### src/rtl/ysyx_23060201_lsu_if.sv
// Bundles the three links of the load/store unit:
//   in_*   : execute stage -> LSU request, valid/ready handshake
//   out_*  : LSU -> writeback response, valid/ready handshake
//   mem_*  : LSU <-> data memory read/write strobes, addresses, masks and data
// Modports: slave is the LSU's view; master is the view of its surroundings
// (execute, writeback and memory together).
interface ysyx_23060201_lsu_if #(
  parameter int unsigned ADDR_WIDTH = 32,
  parameter int unsigned DATA_WIDTH = 32
);
  logic                  in_valid;
  logic                  in_ready;
  logic                  in_load;
  logic                  in_store;
  logic [2:0]            in_funct3;
  logic [ADDR_WIDTH-1:0] in_addr;
  logic [DATA_WIDTH-1:0] in_wdata;
  logic [4:0]            in_rd;

  logic                  out_valid;
  logic                  out_ready;
  logic [DATA_WIDTH-1:0] out_rdata;
  logic [4:0]            out_rd;
  logic                  out_err;

  logic                  mem_ren;
  logic [ADDR_WIDTH-1:0] mem_raddr;
  logic [7:0]            mem_rmask;
  logic [DATA_WIDTH-1:0] mem_rdata;
  logic                  mem_wen;
  logic [ADDR_WIDTH-1:0] mem_waddr;
  logic [7:0]            mem_wmask;
  logic [DATA_WIDTH-1:0] mem_wdata;

  modport slave (
    input  in_valid, in_load, in_store, in_funct3, in_addr, in_wdata, in_rd,
    output in_ready,
    output out_valid, out_rdata, out_rd, out_err,
    input  out_ready,
    output mem_ren, mem_raddr, mem_rmask, mem_wen, mem_waddr, mem_wmask, mem_wdata,
    input  mem_rdata
  );

  modport master (
    output in_valid, in_load, in_store, in_funct3, in_addr, in_wdata, in_rd,
    input  in_ready,
    input  out_valid, out_rdata, out_rd, out_err,
    output out_ready,
    input  mem_ren, mem_raddr, mem_rmask, mem_wen, mem_waddr, mem_wmask, mem_wdata,
    output mem_rdata
  );
endinterface

### src/rtl/ysyx_23060201_lsu.sv
// Load/store unit in front of the data memory. Takes one op at a time from
// execute, drives the memory strobes for exactly as long as needed, and hands
// the (extended) load result or an error flag back to writeback.
// Ports:
//   clk  : clock, rising edge
//   rst  : synchronous reset, active-high
//   bus  : request / response / memory signals (see ysyx_23060201_lsu_if)
// Only in_ready is combinational (state == idle); every other output is a
// register.
module ysyx_23060201_lsu #(
  parameter int unsigned ADDR_WIDTH = 32,
  parameter int unsigned DATA_WIDTH = 32,
  parameter int unsigned RD_LATENCY = 1
) (
  input logic                clk,
  input logic                rst,
  ysyx_23060201_lsu_if.slave bus
);

  localparam int unsigned CntW = (RD_LATENCY > 1) ? $clog2(RD_LATENCY) : 1;

  typedef enum logic [1:0] {StIdle, StRd, StWr, StResp} state_e;

  state_e                state_q;
  logic [CntW-1:0]       cnt_q;
  logic [1:0]            off_q;
  logic [2:0]            f3_q;
  logic                  out_valid_q;
  logic                  out_err_q;
  logic [DATA_WIDTH-1:0] out_rdata_q;
  logic [4:0]            out_rd_q;
  logic                  mem_ren_q;
  logic [ADDR_WIDTH-1:0] mem_raddr_q;
  logic [7:0]            mem_rmask_q;
  logic                  mem_wen_q;
  logic [ADDR_WIDTH-1:0] mem_waddr_q;
  logic [7:0]            mem_wmask_q;
  logic [DATA_WIDTH-1:0] mem_wdata_q;

  // Request decode
  logic [1:0]            off;
  logic                  sz_byte, sz_half, sz_word;
  logic                  f3_ok, align_ok, op_ok;
  logic [3:0]            mask4;
  logic [ADDR_WIDTH-1:0] word_addr;
  logic [DATA_WIDTH-1:0] wdata_sh;

  assign off       = bus.in_addr[1:0];
  assign word_addr = {bus.in_addr[ADDR_WIDTH-1:2], 2'b00};
  assign wdata_sh  = bus.in_wdata << {off, 3'b000};

  always_comb begin
    sz_byte = 1'b0;
    sz_half = 1'b0;
    sz_word = 1'b0;
    f3_ok   = 1'b0;
    case (bus.in_funct3)
      3'b000: begin sz_byte = 1'b1; f3_ok = 1'b1;        end
      3'b001: begin sz_half = 1'b1; f3_ok = 1'b1;        end
      3'b010: begin sz_word = 1'b1; f3_ok = 1'b1;        end
      // Unsigned variants exist only for loads.
      3'b100: begin sz_byte = 1'b1; f3_ok = bus.in_load; end
      3'b101: begin sz_half = 1'b1; f3_ok = bus.in_load; end
      default: ;
    endcase
    align_ok = sz_byte | (sz_half & ~off[0]) | (sz_word & (off == 2'b00));
    op_ok    = (bus.in_load ^ bus.in_store) & f3_ok & align_ok;
    if (sz_byte)      mask4 = 4'b0001 << off;
    else if (sz_half) mask4 = 4'b0011 << off;
    else if (sz_word) mask4 = 4'b1111;
    else              mask4 = 4'b0000;
  end

  // Load data extraction from the lane selected by the latched offset
  logic [DATA_WIDTH-1:0] rd_sh, load_ext;

  assign rd_sh = bus.mem_rdata >> {off_q, 3'b000};

  always_comb begin
    case (f3_q)
      3'b000:  load_ext = {{24{rd_sh[7]}}, rd_sh[7:0]};
      3'b001:  load_ext = {{16{rd_sh[15]}}, rd_sh[15:0]};
      3'b010:  load_ext = rd_sh;
      3'b100:  load_ext = {24'b0, rd_sh[7:0]};
      3'b101:  load_ext = {16'b0, rd_sh[15:0]};
      default: load_ext = '0;
    endcase
  end

  always_ff @(posedge clk) begin
    if (rst) begin
      state_q     <= StIdle;
      cnt_q       <= '0;
      off_q       <= '0;
      f3_q        <= '0;
      out_valid_q <= 1'b0;
      out_err_q   <= 1'b0;
      out_rdata_q <= '0;
      out_rd_q    <= '0;
      mem_ren_q   <= 1'b0;
      mem_raddr_q <= '0;
      mem_rmask_q <= '0;
      mem_wen_q   <= 1'b0;
      mem_waddr_q <= '0;
      mem_wmask_q <= '0;
      mem_wdata_q <= '0;
    end else begin
      unique case (state_q)
        StIdle: begin
          if (bus.in_valid) begin
            off_q    <= off;
            f3_q     <= bus.in_funct3;
            out_rd_q <= bus.in_rd;
            if (!op_ok) begin
              // Bad ops never touch memory; answer immediately.
              state_q     <= StResp;
              out_valid_q <= 1'b1;
              out_err_q   <= 1'b1;
              out_rdata_q <= '0;
            end else if (bus.in_load) begin
              state_q     <= StRd;
              mem_ren_q   <= 1'b1;
              mem_raddr_q <= word_addr;
              mem_rmask_q <= {4'b0000, mask4};
              cnt_q       <= CntW'(RD_LATENCY - 1);
            end else begin
              state_q     <= StWr;
              mem_wen_q   <= 1'b1;
              mem_waddr_q <= word_addr;
              mem_wmask_q <= {4'b0000, mask4};
              mem_wdata_q <= wdata_sh;
            end
          end
        end
        StRd: begin
          // Read data is valid only in the last cycle of the enable window.
          if (cnt_q == '0) begin
            state_q     <= StResp;
            mem_ren_q   <= 1'b0;
            out_valid_q <= 1'b1;
            out_err_q   <= 1'b0;
            out_rdata_q <= load_ext;
          end else begin
            cnt_q <= cnt_q - 1'b1;
          end
        end
        StWr: begin
          state_q     <= StResp;
          mem_wen_q   <= 1'b0;
          out_valid_q <= 1'b1;
          out_err_q   <= 1'b0;
          out_rdata_q <= '0;
        end
        StResp: begin
          if (bus.out_ready) begin
            state_q     <= StIdle;
            out_valid_q <= 1'b0;
          end
        end
        default: state_q <= StIdle;
      endcase
    end
  end

  assign bus.in_ready  = (state_q == StIdle);
  assign bus.out_valid = out_valid_q;
  assign bus.out_err   = out_err_q;
  assign bus.out_rdata = out_rdata_q;
  assign bus.out_rd    = out_rd_q;
  assign bus.mem_ren   = mem_ren_q;
  assign bus.mem_raddr = mem_raddr_q;
  assign bus.mem_rmask = mem_rmask_q;
  assign bus.mem_wen   = mem_wen_q;
  assign bus.mem_waddr = mem_waddr_q;
  assign bus.mem_wmask = mem_wmask_q;
  assign bus.mem_wdata = mem_wdata_q;

endmodule

### src/flat_wrapper.sv
// flat-port wrapper written by rule: the top's interface ports become plain ports
module ysyx_23060201_lsu_flat 
#(
  parameter int unsigned ADDR_WIDTH = 32,
  parameter int unsigned DATA_WIDTH = 32,
  parameter int unsigned RD_LATENCY = 1
)
  (clk, rst, bus_in_valid, bus_in_load, bus_in_store, bus_in_funct3, bus_in_addr, bus_in_wdata, bus_in_rd, bus_in_ready, bus_out_valid, bus_out_rdata, bus_out_rd, bus_out_err, bus_out_ready, bus_mem_ren, bus_mem_raddr, bus_mem_rmask, bus_mem_wen, bus_mem_waddr, bus_mem_wmask, bus_mem_wdata, bus_mem_rdata);
  ysyx_23060201_lsu_if #(.ADDR_WIDTH(ADDR_WIDTH), .DATA_WIDTH(DATA_WIDTH)) bus_i ();
  input logic clk;
  input logic rst;
  input wire logic [$bits(bus_i.in_valid)-1:0] bus_in_valid;
  input wire logic [$bits(bus_i.in_load)-1:0] bus_in_load;
  input wire logic [$bits(bus_i.in_store)-1:0] bus_in_store;
  input wire logic [$bits(bus_i.in_funct3)-1:0] bus_in_funct3;
  input wire logic [$bits(bus_i.in_addr)-1:0] bus_in_addr;
  input wire logic [$bits(bus_i.in_wdata)-1:0] bus_in_wdata;
  input wire logic [$bits(bus_i.in_rd)-1:0] bus_in_rd;
  output wire logic [$bits(bus_i.in_ready)-1:0] bus_in_ready;
  output wire logic [$bits(bus_i.out_valid)-1:0] bus_out_valid;
  output wire logic [$bits(bus_i.out_rdata)-1:0] bus_out_rdata;
  output wire logic [$bits(bus_i.out_rd)-1:0] bus_out_rd;
  output wire logic [$bits(bus_i.out_err)-1:0] bus_out_err;
  input wire logic [$bits(bus_i.out_ready)-1:0] bus_out_ready;
  output wire logic [$bits(bus_i.mem_ren)-1:0] bus_mem_ren;
  output wire logic [$bits(bus_i.mem_raddr)-1:0] bus_mem_raddr;
  output wire logic [$bits(bus_i.mem_rmask)-1:0] bus_mem_rmask;
  output wire logic [$bits(bus_i.mem_wen)-1:0] bus_mem_wen;
  output wire logic [$bits(bus_i.mem_waddr)-1:0] bus_mem_waddr;
  output wire logic [$bits(bus_i.mem_wmask)-1:0] bus_mem_wmask;
  output wire logic [$bits(bus_i.mem_wdata)-1:0] bus_mem_wdata;
  input wire logic [$bits(bus_i.mem_rdata)-1:0] bus_mem_rdata;
  assign bus_i.in_valid = bus_in_valid;
  assign bus_i.in_load = bus_in_load;
  assign bus_i.in_store = bus_in_store;
  assign bus_i.in_funct3 = bus_in_funct3;
  assign bus_i.in_addr = bus_in_addr;
  assign bus_i.in_wdata = bus_in_wdata;
  assign bus_i.in_rd = bus_in_rd;
  assign bus_in_ready = bus_i.in_ready;
  assign bus_out_valid = bus_i.out_valid;
  assign bus_out_rdata = bus_i.out_rdata;
  assign bus_out_rd = bus_i.out_rd;
  assign bus_out_err = bus_i.out_err;
  assign bus_i.out_ready = bus_out_ready;
  assign bus_mem_ren = bus_i.mem_ren;
  assign bus_mem_raddr = bus_i.mem_raddr;
  assign bus_mem_rmask = bus_i.mem_rmask;
  assign bus_mem_wen = bus_i.mem_wen;
  assign bus_mem_waddr = bus_i.mem_waddr;
  assign bus_mem_wmask = bus_i.mem_wmask;
  assign bus_mem_wdata = bus_i.mem_wdata;
  assign bus_i.mem_rdata = bus_mem_rdata;
  ysyx_23060201_lsu #(.ADDR_WIDTH(ADDR_WIDTH), .DATA_WIDTH(DATA_WIDTH), .RD_LATENCY(RD_LATENCY)) u_core (.clk(clk), .rst(rst), .bus(bus_i));
endmodule
### config.mk
export PLATFORM = sky130hd
export DESIGN_NAME = ysyx_23060201_lsu_flat
export DESIGN_NICKNAME = d
export VERILOG_FILES = /design/src/rtl/ysyx_23060201_lsu_if.sv /design/src/rtl/ysyx_23060201_lsu.sv /design/src/flat_wrapper.sv
export SDC_FILE = /design/constraint.sdc
export NUM_CORES = 1
export LEC_CHECK = 0
export ABC_AREA = 0
export BUFFER_PORTS_ARGS = -buffer_cell sky130_fd_sc_hd__clkbuf_2
export CORE_ASPECT_RATIO = 1.5
export CORE_MARGIN = 8
export CORE_UTILIZATION = 50
export DETAILED_ROUTE_END_ITERATION = 6
export PLACE_DENSITY_LB_ADDON = 0.12
export SKIP_LAST_GASP = 1
export SLEW_MARGIN = 0
export SYNTH_ARGS = -nofsm -noshare
export SYNTH_HDL_FRONTEND = slang
export SYNTH_SLANG_ARGS = --single-unit
### constraint.sdc
create_clock -name clk -period 2.83 [get_ports clk]
set_input_delay 0.1415 -clock clk [delete_from_list [all_inputs] [get_ports clk]]
set_output_delay 0.1415 -clock clk [all_outputs]
set_load 0.05 [all_outputs]
### After elaboration in Yosys (flattened, before gate mapping)

Cells that the tools add are included.

| storage, ports and cells | value |
|---|---|
| bits of input ports | 110 |
| register bits after elaboration | 149 |
| word-level logic and storage cells | 105 |
| output and inout port bits | 154 |

| cells by class | value |
|---|---|
| bitwise operators | 9 |
| mux-type cells | 38 |
| $add $sub $neg | 1 |
| equal/unequal tests | 18 |
| shift-type cells | 4 |
| reduce and logical (&&, ||, !) cells | 20 |

Operators by type and width:

| cell | number |
|---|---|
| 32-bit case mux with 5 select lines | 1 |
| 32-bit two-way mux | 3 |
| 32-bit case mux with 3 select lines | 1 |
| 32-bit by 5-bit left shift with 32-bit output | 1 |
| 32-bit by 5-bit >> shifter with 32-bit output | 1 |
| 4-bit AND reduction | 6 |
| 1-bit two-way mux | 18 |
| 3-bit == test, second input constant | 4 |
| 4-bit two-way mux | 3 |
| 2-bit inequality test, second input constant | 6 |
| 2-bit two-way mux | 5 |
| 1-bit case mux with 2 select lines | 4 |
| 2-bit case mux with 4 select lines | 1 |
| 3-bit by 1-bit == test with 1-bit output, second input constant | 2 |
| 3-bit by 2-bit == test with 1-bit output, second input constant | 2 |
| 3-bit logical NOT | 2 |
| 2-bit OR reduction | 3 |
| 5-bit AND reduction | 1 |
| 1-bit AND | 4 |
| 2-bit == test, second input constant | 2 |
| 2-bit logical NOT | 2 |
| 1-bit case mux with 4 select lines | 1 |
| 2-bit nonzero test | 2 |
| 1-bit by 2-bit left shift with 4-bit output, first input constant | 1 |
| 12 further kinds | 14 |

### Logic depth before layout (Yosys ltp)

| depth | value |
|---|---|
| word-level depth | 10 |
| gate-level depth with buffers | 10 |
| gate-level depth less buffers | 6 |

### Worst setup path after synthesis

Ideal clock, no wire load.

| path | value |
|---|---|
| path type | reg2reg |
| from | register u_core.state_q[0] |
| to | register u_core.mem_raddr_q[10], in the netlist u_core.bus.mem_raddr[10] |
| library setup time | 70 ps |
| period minus slack after synthesis | 2085 ps |
| data arrival time | 2014 ps |
| path buffers | 2 |
| required time | 2760 ps |
| path slack | 745 ps |
| cell stages (with the launch flop) | 9 |
| cell sequence | dfxtp_1 inv_1 ha_1 clkbuf_1 nand3_1 a21oi_1 clkbuf_1 nand3_1 a21oi_1 |

| between the ends | value |
|---|---|
| word-level cells in the longest chain between the ends | 2 |

RTL lines:

| what | RTL line | source |
|---|---|---|
| start: declaration | ysyx_23060201_lsu.sv:24 | `state_e state_q;` |
| start signal: assignment | ysyx_23060201_lsu.sv:92 | `state_q <= StIdle;` |
| start signal: assignment | ysyx_23060201_lsu.sv:116 | `state_q <= StResp;` |
| start signal: assignment | ysyx_23060201_lsu.sv:121 | `state_q <= StRd;` |
| 2-bit logical NOT | - |  |
| net bus_in_ready | flat_wrapper.sv:19 | `output wire logic [$bits(bus_i.in_ready)-1:0] bus_in_ready;` |
| 4-bit AND reduction (no line) | - |  |
| end signal: assignment | ysyx_23060201_lsu.sv:123 | `mem_raddr_q <= word_addr;` |
| end: declaration | ysyx_23060201_lsu.sv:33 | `logic [ADDR_WIDTH-1:0] mem_raddr_q;` |

The timed path passes the listed nets, and every way through them passes these cells.
A chain may end at the register's enable or synchronous reset.

### Final worst setup path

| path | value |
|---|---|
| from | register u_core.state_q[0] |
| to | register u_core.out_rdata_q[18], in the netlist u_core.bus.out_rdata[18] |

| between the ends | value |
|---|---|
| word-level cells in the longest chain between the ends | 3 |
| elaborated cells on any way between the ends | 9 |
| those cells by class | 5 x eq/ne; 1 x mux; 3 x reduce/logical |

RTL lines:

| what | RTL line | source |
|---|---|---|
| 2-bit by 1-bit == test with 1-bit output (tied with other cells) | ysyx_23060201_lsu.sv:108 | `unique case (state_q)` |
| 2-bit inequality test (no line) / 3-bit nonzero test (equally long branches) | - |  |
| 4-bit AND reduction (no line) | - |  |
| end signal: assignment | ysyx_23060201_lsu.sv:142 | `out_rdata_q <= load_ext;` |
| end: declaration | ysyx_23060201_lsu.sv:30 | `logic [DATA_WIDTH-1:0] out_rdata_q;` |

Several ways; a longest one is shown, not always the timed one.

==> flow_summary_export.csv <==
group,metric,value,unit
critical_path,critPathCaptureType,"flop",
sta,fin_crit_sh,74.0,%
sta,finalMaxSlewViolations,0,
critical_path,critPathLaunchType,"flop",
global_route,grt_max_degree,98,
synthesis,synth_top_area_cell,"dfxtp_1",
synthesis,syn_avg_cell_area,8.64,sq um
detailed_routing,route.top_layer_used,"met4",
die,io_pins,264,
final_layout,final_cell_area,9150,sq um
synthesis,syn_inst,813,
run,max-cap-violations,0,
clocking,cts_max_level,4,
sta,hold_viol_final,0,
critical_path,path_cells,"inv_1, ha_1, nor2b_1, nor2_1, a31o_2, o2bb2ai_1",
clocking,post_cts_resized,0,
critical_path,cp_slowest_stage_delay,0.48,ns
final_layout,antenna_cells,0,
sta,rsz0062_at_grt,"false",
die,die_width,113,um
detailed_routing,wl_met3,1.76,mm
detailed_routing,first_pass_iters,5,
final_layout,fill_cells,1255,
die,fp.dieH,161,um
die,start_util,50.7,%
detailed_routing,vias,7071,
critical_path,cp.arrival,2.38,ns
detailed_routing,wl_per_cell,18.5,um
final_layout,seqCellArea,2960,sq um
global_route,grt_pass1_vias,7205,
critical_path,critPathBufInv,1,
detailed_routing,ant_nets,0,
pwr,netSwitchingPower,0.00230,W
final_layout,multi_input_area,3660,sq um
synthesis,synth-main-ff-cell,"dfxtp_1",
critical_path,worst-path-max-fanout,32,
critical_path,critPathKind,"flop to flop",
sta,fin_crit,2.09,ns
sta,relSlewSlack,28.3,%
placement,dp_hpwl,15.8,mm
detailed_routing,vias_per_cell,5.77,
synthesis,yosys_warnings,0,
critical_path,regToRegSetupSlack,0.74,ns
pwr,seq_power_share,36.6,%
sta,setup_violations,0,
global_route,grt_pass1_wl,36.9,mm
synthesis,yosysSeqAreaShare,42.2,%
outcome,status,"finished, final reports clean",
critical_path,required,3.12,ns
clocking,clock_latency,0.42,ns
pwr,p_per_area,698,nW/um^2
final_layout,layout.nets,1167,
die,rows,53,
detailed_routing,wl_met1,9.09,mm
detailed_routing,drt-total-wl,22.7,mm
sta,fin_ws,0.737,ns
detailed_routing,drt_iter0_markers,543,
synthesis,yosysUniqueCellTypes,51,
die,core_area,13900,sq um
pwr,power_frac_clock,33.4,%
critical_path,crit_slowest_cell,"a31o_2",
final_layout,syn_to_final_growth,30.2,%
clocking,cts_sinks,148,
pwr,power_frac_comb,30.0,%
pwr,switching_share,36.0,%
sta,fmax,478,MHz
clocking,root_buffer,"clkbuf_16",
min_path,hold_class,"primary input to flop",
synthesis,ys_ff_latch,148,
sta,final.setup_skew,0.00968,ns
synthesis,syn_area,7030,sq um
die,die_area,18200,sq um
placement,place_congestion,0.901,
sta,timing.hold.ws,0.00385,ns
final_layout,drive_gt1_share,31.2,%
placement,dpl-instance-area,8270,sq um
sta,final.setup.tns,0,ns
clocking,clk_path_buf_depth,2,
clocking,cts_inserted_buffers,17,
placement,port-buffer-count,251,
detailed_routing,drc_errors,0,
global_route,grt_overflow,0,
synthesis,synthArstFlopShare,0,%
synthesis,yosys.area.top_type_share,42.2,%
synthesis,synth_edf_count,0,
pwr,peakVddDrop,0.378,mV
global_route,antenna_found_initial,0,
clocking,cts_tree,"built",
pwr,p_int,0.00409,W
critical_path,cp_top_family,"compound AO/OA/AOI/OAI gates",
synthesis,synth.area.top_cells,"dfxtp_1 (42%), a21oi_1 (8.3%), o21ai_0 (7.1%)",
clocking,cts.clk_slew.worst_paths,0.06,ns
sta,tightest_slew,1.08,ns
placement,post-place-ws,0.724,ns
global_route,grt_usage,24.8,%
pwr,p_leak,3.70,nW
detailed_routing,wl_met2,11.1,mm
==> metrics by stage <==
stage,total power [W],utilization [%],instances
after detailed placement,0.00424,59.7,1162
final,0.00638,66.0,1225
after global placement,0.00424,59.7,1162
after CTS,0.00641,66.0,1225
after global routing,0.00666,66.0,1225
after floorplan,0.00378,-,824
==> power by group through the flow <==
stage                     Clock (W)  Sequential [W]  Combinational, W
after floorplan                   0         0.00277           0.00101
after global placement            0         0.00238           0.00186
after detailed placement          0         0.00238           0.00187
after CTS                   0.00216         0.00234           0.00191
after global routing        0.00225         0.00235           0.00206
final                       0.00213         0.00234           0.00192
==> synth_stat cells, types with 11 or more instances <==
master	number
dfxtp_1	148
a21oi_1	116
o21ai_0	99
nand3_1	69
clkbuf_1	52
nand2_1	46
o2bb2ai_1	39
mux2i_1	37
nor2_1	28
buf_2	26
nand4_1	18
mux2_2	17
buf_4	13
a31oi_1	11
==> sequential cells by signal, summed over array words and instances (netlist names) <==
name and count:
u_core.f3_q 3, u_core.bus.out_err 1, u_core.bus.mem_wdata 32, u_core.bus.mem_raddr 30, u_core.bus.mem_rmask 4, u_core.off_q 2, u_core.bus.mem_ren 1, u_core.bus.out_rdata 32
u_core.bus.mem_wmask 4, u_core.bus.mem_wen 1, u_core.bus.mem_waddr 30, u_core.state_q 2, u_core.bus.out_valid 1, u_core.bus.out_rd 5
==> placed cells by master (no fill, tap or decap), types with 17 or more instances in the layout <==
| cell | Yosys | routed |
|---|---|---|
| a21oi_1 | 116 | 115 |
| clkbuf_16 | 0 | 17 |
| clkbuf_2 | 0 | 250 |
| dfxtp_1 | 148 | 148 |
| dlygate4sd3_1 | 0 | 33 |
| mux2_2 | 17 | 17 |
| mux2i_1 | 37 | 37 |
| nand2_1 | 46 | 46 |
| nand3_1 | 69 | 69 |
| nand4_1 | 18 | 18 |
| nor2_1 | 28 | 28 |
| o21ai_0 | 99 | 98 |
| o2bb2ai_1 | 39 | 39 |
==> routing by layer <==
layer  GRT usage, %  vias up
met1           28.4     3286
met4           11.9        0
met3           7.17       50
met2           41.5      305
li1               -     3430
met5              0        -
==> tightest hold or removal path, delay by kind of cell <==
kind | cells | cell delay [ns]
buf+inv | 1 | 0.10
compound gates | 1 | 0.05
simple gates | 1 | 0.07
==> what timing repair did <==
item | in CTS | in global routing
endpoints found under the hold margin | 59 | 0
hold buffers | 33 | 0
setup buffers | 0 | 0
==> worst paths after layout <==
kind                              from                       end  cells past startpoint
setup / recovery     u_core.state_q[0]  u_core.bus.out_rdata[18]                      6
hold / removal         bus_in_addr[23]  u_core.bus.mem_waddr[23]                      3
setup reg to reg     u_core.state_q[0]  u_core.bus.out_rdata[18]                      6
hold reg to reg   u_core.bus.out_rd[3]      u_core.bus.out_rd[3]                      2
==> area by class of cell <==
cell class                      instances  share of cell area, %
Clock buffer                           20                   4.77
Clock inverter                         10                   1.22
Inverter                                8                  0.328
Multi-Input combinational cell        573                   40.0
Sequential cell                       148                   32.4
Tap cell                              165                   2.26
Timing Repair Buffer                  301                   19.0
==> cell families (layout without fill, tap and decap cells) <==
kind of cell | count (synthesis) | after routing | share of synthesized area, %
buffers and inverters | 103 | 339 | 6.77
XOR/XNOR | 1 | 1 | 0.125
AND/OR/NAND/NOR | 192 | 192 | 13.6
flip-flops | 148 | 148 | 42.2
AO/OA/AOI/OAI | 298 | 298 | 25.3
multiplexers | 62 | 62 | 10.6
other | 1 | 12 | 0.0534
adder cells (fa/ha/maj) | 8 | 8 | 1.42
Note: power is estimated with default switching activity, not from simulation.
